==> src/rtl/life_pkg.sv <==
// Shared types and constants for the 8x8 Game-of-Life controller and its datapath.
package life_pkg;

    localparam int GRID_W = 64;

    typedef enum logic [2:0] {
        ST_IDLE,
        ST_ISSUE,
        ST_WAIT,
        ST_CHECK,
        ST_PAUSE,
        ST_DONE
    } state_t;

    typedef enum logic {
        MODE_STEP,
        MODE_RUN
    } mode_t;

    localparam logic [1:0] HALT_NONE    = 2'b00;
    localparam logic [1:0] HALT_EXTINCT = 2'b01;
    localparam logic [1:0] HALT_STILL   = 2'b10;
    localparam logic [1:0] HALT_MAXGEN  = 2'b11;

    // Cells outside the 8x8 board read as dead, so the board has no wraparound.
    function automatic logic cell_at(input logic [GRID_W-1:0] g, input int r, input int c);
        if (r < 0 || r > 7 || c < 0 || c > 7) begin
            return 1'b0;
        end
        return g[6'(r*8 + c)];
    endfunction

endpackage

==> src/rtl/life_ctrl.sv <==
// Sequences single-step or continuous Game-of-Life evolution through an external datapath,
// detecting extinction, still life and a generation limit.
module life_ctrl
    import life_pkg::*;
#(
    parameter int GEN_W = 16,
    parameter int PER_W = 24
) (
    input  logic              clk,
    input  logic              reset,
    input  logic              load,
    input  logic [GRID_W-1:0] seed,
    input  logic              step,
    input  logic              run,
    input  logic              stop,
    input  logic [PER_W-1:0]  period,
    input  logic [GEN_W-1:0]  max_gen,
    output logic              dp_req,
    output logic [GRID_W-1:0] dp_grid,
    input  logic              dp_ack,
    input  logic [GRID_W-1:0] dp_evolved,
    output logic [GRID_W-1:0] grid,
    output logic [GEN_W-1:0]  gen_count,
    output logic              busy,
    output logic              done,
    output logic [1:0]        halt_cause
);

    state_t            r_state;
    state_t            w_next_state;
    mode_t             r_mode;
    logic              r_stop;
    logic [GRID_W-1:0] r_grid;
    logic [GRID_W-1:0] r_next;
    logic [GEN_W-1:0]  r_gen;
    logic [1:0]        r_halt;
    logic [PER_W-1:0]  r_cnt;

    logic              w_extinct;
    logic              w_still;
    logic              w_maxhit;
    logic [GEN_W-1:0]  w_gen_inc;

    assign w_gen_inc = (r_gen == '1) ? r_gen : r_gen + GEN_W'(1);
    assign w_extinct = (r_next == '0);
    assign w_still   = (r_next == r_grid);
    assign w_maxhit  = (max_gen != '0) && (w_gen_inc == max_gen);

    always_ff @(posedge clk) begin
        if (!reset) begin
            r_state <= ST_IDLE;
        end else begin
            r_state <= w_next_state;
        end
    end

    always_comb begin
        w_next_state = r_state;
        unique case (r_state)
            ST_IDLE: begin
                if (!load && (run || step)) begin
                    w_next_state = ST_ISSUE;
                end
            end
            ST_ISSUE: w_next_state = ST_WAIT;
            ST_WAIT: begin
                if (dp_ack) begin
                    w_next_state = ST_CHECK;
                end
            end
            ST_CHECK: begin
                if (w_extinct || w_still || w_maxhit) begin
                    w_next_state = ST_DONE;
                end else if (r_stop || (r_mode == MODE_STEP)) begin
                    w_next_state = ST_IDLE;
                end else if (period == '0) begin
                    w_next_state = ST_ISSUE;
                end else begin
                    w_next_state = ST_PAUSE;
                end
            end
            ST_PAUSE: begin
                if (stop) begin
                    w_next_state = ST_IDLE;
                end else if (r_cnt <= PER_W'(1)) begin
                    w_next_state = ST_ISSUE;
                end
            end
            ST_DONE: begin
                if (load || stop) begin
                    w_next_state = ST_IDLE;
                end
            end
            default: w_next_state = ST_IDLE;
        endcase
    end

    always_comb begin
        dp_req = (r_state == ST_ISSUE);
        busy   = (r_state != ST_IDLE) && (r_state != ST_DONE);
        done   = (r_state == ST_DONE);
    end

    // The pause counter is loaded in CHECK so PAUSE lasts exactly 'period' cycles.
    always_ff @(posedge clk) begin
        if (!reset) begin
            r_mode <= MODE_STEP;
            r_stop <= 1'b0;
            r_grid <= '0;
            r_next <= '0;
            r_gen  <= '0;
            r_halt <= HALT_NONE;
            r_cnt  <= '0;
        end else begin
            unique case (r_state)
                ST_IDLE: begin
                    r_stop <= 1'b0;
                    if (load) begin
                        r_grid <= seed;
                        r_gen  <= '0;
                        r_halt <= HALT_NONE;
                    end else if (run) begin
                        r_mode <= MODE_RUN;
                    end else if (step) begin
                        r_mode <= MODE_STEP;
                    end
                end
                ST_ISSUE: begin
                    if (stop) r_stop <= 1'b1;
                end
                ST_WAIT: begin
                    if (stop) r_stop <= 1'b1;
                    if (dp_ack) r_next <= dp_evolved;
                end
                ST_CHECK: begin
                    r_grid <= r_next;
                    r_gen  <= w_gen_inc;
                    r_cnt  <= period;
                    if (w_extinct) begin
                        r_halt <= HALT_EXTINCT;
                    end else if (w_still) begin
                        r_halt <= HALT_STILL;
                    end else if (w_maxhit) begin
                        r_halt <= HALT_MAXGEN;
                    end
                end
                ST_PAUSE: begin
                    if (r_cnt != '0) r_cnt <= r_cnt - PER_W'(1);
                end
                ST_DONE: begin
                    if (load) begin
                        r_grid <= seed;
                        r_gen  <= '0;
                        r_halt <= HALT_NONE;
                    end
                end
                default: ;
            endcase
        end
    end

    assign dp_grid    = r_grid;
    assign grid       = r_grid;
    assign gen_count  = r_gen;
    assign halt_cause = r_halt;

endmodule

==> config.mk <==
export PLATFORM = sky130hd
export DESIGN_NAME = life_ctrl
export DESIGN_NICKNAME = d
export VERILOG_FILES = /design/src/rtl/life_pkg.sv /design/src/rtl/life_ctrl.sv
export SDC_FILE = /design/constraint.sdc
export NUM_CORES = 1
export LEC_CHECK = 0
export CORE_MARGIN = 10
export CORE_UTILIZATION = 56
export DETAILED_ROUTE_END_ITERATION = 8
export DONT_BUFFER_PORTS = 1
export PLACE_DENSITY_LB_ADDON = 0.2
export REMOVE_ABC_BUFFERS = 1
export SLEW_MARGIN = 25
export SYNTH_ARGS = -nofsm -noshare
export SYNTH_HDL_FRONTEND = slang
export SYNTH_SLANG_ARGS = --single-unit
==> constraint.sdc <==
create_clock -name clk -period 3.6 [get_ports clk]
set_clock_uncertainty 0.2 [all_clocks]
set_input_delay 0.72 -clock clk [delete_from_list [all_inputs] [get_ports clk]]
set_output_delay 0.72 -clock clk [all_outputs]
set_load 0.01 [all_outputs]
==> reports/qor.yml, run 1 <==
synthesis:
  netlist_area_sq_mm: 0.00965
  ys_top_cells_by_area: "dfxtp_1, nand2_1, xor2_1"
  yosysTopAreaCell: "dfxtp_1"
  synth_edf_count: 0
  avgSynthCellArea_sq_um: 7.46
  synthCells: 1295
  async_flop_share_pct: 0
  synth_most_common_cell: "nand2_1"
  synth_seq_area_share_pct: 36.3
  synth_common_cells: "nand2_1, dfxtp_1, nor2_1"
  synth_ff_type: "dfxtp_1"
  synth_cell_types: 63
  ys_ff_latch: 175
  synth_top_area_share_pct: 36.3
  yosys_warnings: 0
setup_path:
  slowest_stage: "or4b_2"
  worstPathMaxFanout: 11
  arrival_ns: 3.43
  crit_family: "simple AND/OR/NAND/NOR gates"
  critPathBufInv: 0
  cp.required_ns: 3.73
  path_cells: "ha_1, and3_1, nand2_1, or4b_2, nand3_1, nor4_2, nand4_2, a31oi_1, o311a_1"
  slowest_delay_ns: 0.70
  crit_type: "register to register"
  worst_setup_path_start_kind: "register"
  endpoint_kind: "register"
floorplan:
  coreArea_sq_mm: 0.0168
  ios: 324
  fp.dieH_um: 151
  rows: 47
  dieWidth_um: 151
  start_util_pct: 57.6
  dieArea_sq_mm: 0.0229
timing:
  max_slew_margin_pct: 40.8
  rsz0062_at_grt: "no"
  finalCritPeriodShare_pct: 91.6
  min_period_ns: 3.30
  hold_viol: 0
  slew_viol_final: 0
  setup_viol: 0
  worst_pin_slew_ns: 0.886
  max_freq_mhz: 303
outcome:
  status: "complete, no violations"
clock_network:
  clockBufferDepth: 2
  postCtsHoldBufs: 0
  post_cts_resized: 0
  cts.sinks: 175
  root_buffer: "clkbuf_16"
  tritoncts: "yes"
  clock_latency_ns: 0.44
  cts_buffers: 17
  clkSlewWorstSetupHoldPaths_ns: 0.08
  post-cts-setup-buffers: 0
  htreeDepth: 4
min_path:
  hp-class: "input pin to register"
flow_run:
  max_cap_violations: 0
drt:
  drt-initial-drc-count: 598
  routed-via-count: 8948
  ant_nets: 0
  drt_pass1_iterations: 5
  drc: 0
  wl_um: 32100
  via_per_inst: 6.27
  wl_per_cell_um: 22.5
grt:
  track_usage_pct: 27.2
  overflow: 0
  grt_pass1_vias: 8644
  grt_max_degree: 75
  grt_pass1_wl_um: 49000
  antenna_found_initial: 0
power:
  power_density_mw_per_mm2: 585
  finalPower_mw: 5.85
  ir_worst_vdd_mv: 0.431
  p_leak_nw: 3.74
cells_and_area:
  layout.nets: 1373
  layoutNonFillerInstCount: 1428
  diodes: 0
  drive_gt1_share_pct: 7.28
  syn2layout_area_growth_pct: 3.58
placed_design:
  placed_cells: 1396
  port_buffers: 0
  dpl.hpwl_um: 23400
  gp_congestion: 0.972
## state kept, by name, summed over array words and instances (netlist names)
register,count
dp_grid,64
gen_count,16
halt_cause,2
r_cnt,24
r_mode,1
r_next,64
r_state,3
r_stop,1
## worst reg2reg max path: cells and delay by family, from the launching register on
family	cells	cell delay (ns)
fa+ha+maj	1	0.31
compound gates	2	0.46
simple gates	6	1.67
flops	1	0.55
## through the flow
step           setup WS (ns)  hold WS, ns  setup TNS [ns]  util [%]  area (sq um)
2_1_floorplan          -1.62        0.244         -152.03         -          8810
3_3_place_gp           0.399        0.264               0      56.1          9410
3_5_place_dp           0.373        0.272               0      56.1          9410
4_1_cts                0.353        0.191               0      59.7         10000
5_1_grt               0.0498        0.193               0      59.7         10000
6_report               0.302        0.205               0      59.7         10000
## layout by cell type (no fill, tap or decap), drive strengths merged, types with 9 or more instances in the layout
master and count:
inv 19, a22oi 9, nor3 22, xor2 73
dfxtp 175, buf 35, nor2 121, nand4 18
o21ai 36, a21oi 108, xnor2 11, nand2 310
clkbuf 19, a31oi 11, a311oi 69, nor4 54
nand3 21
## metal layers
metal  wire [um]  vias up  track usage (%)  part of all wire (%)
met2       15300      427             44.6                    48
met4         743        0             8.42                   2.3
met3        3660       48             10.4                    11
li1            -     4301                -                     -
met1       12400     4172             32.2                    39
met5           0        -                0                     0
## power breakdown
group | leakage, nW | switching, mW | internal [mW]
Combinational | 2.03 | 0.865 | 0.483
Sequential | 1.43 | 0.468 | 2.14
Clock | 0.285 | 0.886 | 1.00
Total | 3.74 | 2.22 | 3.63
## path summary, 6_finish.rpt
kind	start	endpoint	slack, ns	cells after the start
worst max-delay path	gen_count[1]	r_state[2]	0.30	9
worst min-delay path	dp_evolved[0]	r_next[0]	0.21	2
worst max register to register	gen_count[1]	r_state[2]	0.30	9
worst min register to register	r_cnt[20]	r_cnt[20]	0.28	2
## kinds of logic (layout without fill, tap and decap cells)
family	after synthesis	in the layout	share of synthesized area [%]
XOR/XNOR	84	84	7.62
adder cells (fa/ha/maj)	3	3	0.389
flip-flops	175	175	36.3
buffers and inverters	166	79	9.24
AND/OR/NAND/NOR	586	586	26.8
AO/OA/AOI/OAI	278	278	19.3
multiplexers	3	3	0.324
## final cells by class
type	count	area (sq um)
sequential	175	3500
inverter	12	47.5
tap	220	275
fill	1637	6760
timing repair buffer	35	300
clock buffer	19	443
multi-input combinational	954	5280
clock inverter	13	146
(Power assumes the default switching activity.)
==> inputs of run 2 (changes only) <==
--- a/config.mk
+++ b/config.mk
@@ -5,6 +5,7 @@
 export SDC_FILE = /design/constraint.sdc
 export NUM_CORES = 1
 export LEC_CHECK = 0
+export ABC_CLOCK_PERIOD_IN_PS = 3600
 export CORE_MARGIN = 10
 export CORE_UTILIZATION = 56
 export DETAILED_ROUTE_END_ITERATION = 8
==> constraint.sdc (replaced) <==
create_clock -name clk -period 3.6 [get_ports clk]
set_clock_uncertainty 0.2 [all_clocks]
set_input_delay 0.72 -clock clk [delete_from_list [all_inputs] [get_ports clk]]
set_output_delay 0.72 -clock clk [all_outputs]
set_load 0.005 [all_outputs]
==> run 2 against run 1 <==
Effect of this change:
- non-clock buffer count decreased by 2
- worst hold slack improved by 0.0033 ns
- sequential share of layout area about the same
- largest cell class unchanged
- largest power group unchanged
- highest routed layer unchanged
==> reports/qor.yml, run 2 (same netlist as run 1, synthesis figures left out) <==
cells_and_area:
  syn2layout_area_growth_pct: 3.63  # about the same
  layout_commonest_cell: "nand2_1"
  layout.nets: 1371  # -0.15%
  postLayoutCellArea_sq_mm: 0.0100  # about the same
  drive_gt1_share_pct: 7.13  # -0.15 points
  layoutNonFillerInstCount: 1427  # -0.070%
  layout_common_cells: "nand2_1, dfxtp_1, nor2_1, a21oi_1, xor2_1"
  nFillCells: 1594  # -2.6%
setup_path:
  cp.required_ns: 3.76  # +0.03 ns
  worstPathMaxFanout: 8  # -3
  endpoint_kind: "register"
  crit_type: "register to register"
  worst_setup_path_start_kind: "register"
  arrival_ns: 3.35  # -0.08 ns
power:
  finalPower_mw: 5.70  # -2.5%
  p_leak_nw: 3.74  # about the same
  power_density_mw_per_mm2: 570  # -2.6%
  ir_worst_vdd_mv: 0.425  # -1.3%
drt:
  wl_per_cell_um: 22.7  # +0.72%
  ant_nets: 0  # unchanged
  routed-via-count: 8966  # +0.20%
  drt-initial-drc-count: 650  # +8.7%
  drc: 0  # unchanged
  wl_um: 32300  # +0.65%
  drt_pass1_iterations: 6  # +1
  via_per_inst: 6.28  # +0.27%
floorplan:
  dieArea_sq_mm: 0.0229  # unchanged
  coreArea_sq_mm: 0.0168  # unchanged
  start_util_pct: 57.6  # unchanged
  rows: 47  # unchanged
  dieWidth_um: 151  # unchanged
  ios: 324  # unchanged
  fp.dieH_um: 151  # unchanged
clock_network:
  htreeDepth: 4  # unchanged
  root_buffer: "clkbuf_16"
  cts.sinks: 175  # unchanged
  post-cts-setup-buffers: 0  # unchanged
  clock_latency_ns: 0.44  # about the same
  tritoncts: "yes"
  post_cts_resized: 0  # unchanged
  clockBufferDepth: 2  # unchanged
  cts_buffers: 17  # unchanged
  postCtsHoldBufs: 0  # unchanged
  clkSlewWorstSetupHoldPaths_ns: 0.08  # about the same
grt:
  use_met1_pct: 33.0  # +0.78 points
  met2_usage_pct: 44.8  # +0.11 points
  grtUsageMet3_pct: 10.5  # +0.060 points
  antenna_found_initial: 1  # +1
  overflow: 0  # unchanged
  track_usage_pct: 27.2  # -0.041 points
  grt_busiest_layer: "met2"
  grt_max_degree: 70  # -6.7%
  grt_pass1_wl_um: 49200  # +0.30%
  grt_pass1_vias: 8508  # -1.6%
timing:
  slew_viol_final: 0  # unchanged
  finalCritPeriodShare_pct: 88.6  # -3.0 points
  max_slew_margin_pct: 50.6  # +9.7 points
  setup_slack_ns: 0.409  # +0.107 ns
  fin_tns_setup_ns: 0  # unchanged
  worst_pin_slew_ns: 0.741  # -0.145 ns
  min_period_ns: 3.19  # -0.107 ns
  max_freq_mhz: 313  # +3.4%
  rsz0062_at_grt: "no"
  hold_viol: 0  # unchanged
  setup_viol: 0  # unchanged
placed_design:
  gp_congestion: 0.937  # -3.6%
  pre_cts_slack_ns: 0.442  # +0.0688 ns
  placed_cells: 1394  # -0.14%
  placed_area_sq_mm: 0.00941  # about the same
  port_buffers: 0  # unchanged
  dpl.hpwl_um: 23700  # +1.0%
outcome:
  status: "complete, no violations"
flow_run:
  max_cap_violations: 0  # unchanged
min_path:
  hp-class: "input pin to register"
[run 2: final cells by class]
cell class	count	area (sq um)	area share, %
Clock inverter	14	165	1.65
Clock buffer	18	429	4.29
Timing Repair Buffer	33	298	2.98
Tap cell	220	275	2.75
Antenna cell	1	2.50	0.0250
Inverter	12	47.5	0.475
Sequential cell	175	3500	35.0
Multi-Input combinational cell	954	5280	52.8
[run 2: worst paths after layout]
path / start / end / slack [ns] / depth (start not counted)
max: gen_count[1] / halt_cause[1] / 0.41 / 8
min reg2reg: r_cnt[20] / r_cnt[20] / 0.27 / 2
min: dp_evolved[56] / r_next[56] / 0.21 / 2
max reg2reg: gen_count[1] / halt_cause[1] / 0.41 / 8
[run 2: through the flow]
| step | hold WS (ns) | utilization (%) |
|---|---|---|
| global route | 0.195 | 59.7 |
| detailed placement | 0.267 | 56.1 |
| floorplan | 0.244 | - |
| finish | 0.208 | 59.7 |
| global placement | 0.259 | 56.1 |
| CTS | 0.201 | 59.7 |
[run 2: where the power goes]
part | switching (mW) | internal [mW] | total, mW | leakage [nW]
registers | 0.363 | 2.14 | 2.51 | 1.43
clock network | 0.907 | 0.939 | 1.85 | 0.289
logic | 0.865 | 0.485 | 1.35 | 2.02
[run 2: per-layer routing]
| metal | part of all wire [%] | up-vias |
|---|---|---|
| met4 | 1.5 | 0 |
| li1 | - | 4302 |
| met3 | 12 | 35 |
| met1 | 38 | 4164 |
| met2 | 48 | 465 |
| met5 | 0 | - |
[run 2: worst max-delay path, cell delays in order (launching register included)]
cell	delay [ns]
dfxtp_1	0.52
ha_1	0.31
nand3_1	0.26
a211oi_1	0.41
mux2_2	0.39
nor4_2	0.34
nand4_2	0.18
a31oi_2	0.29
mux2i_1	0.21
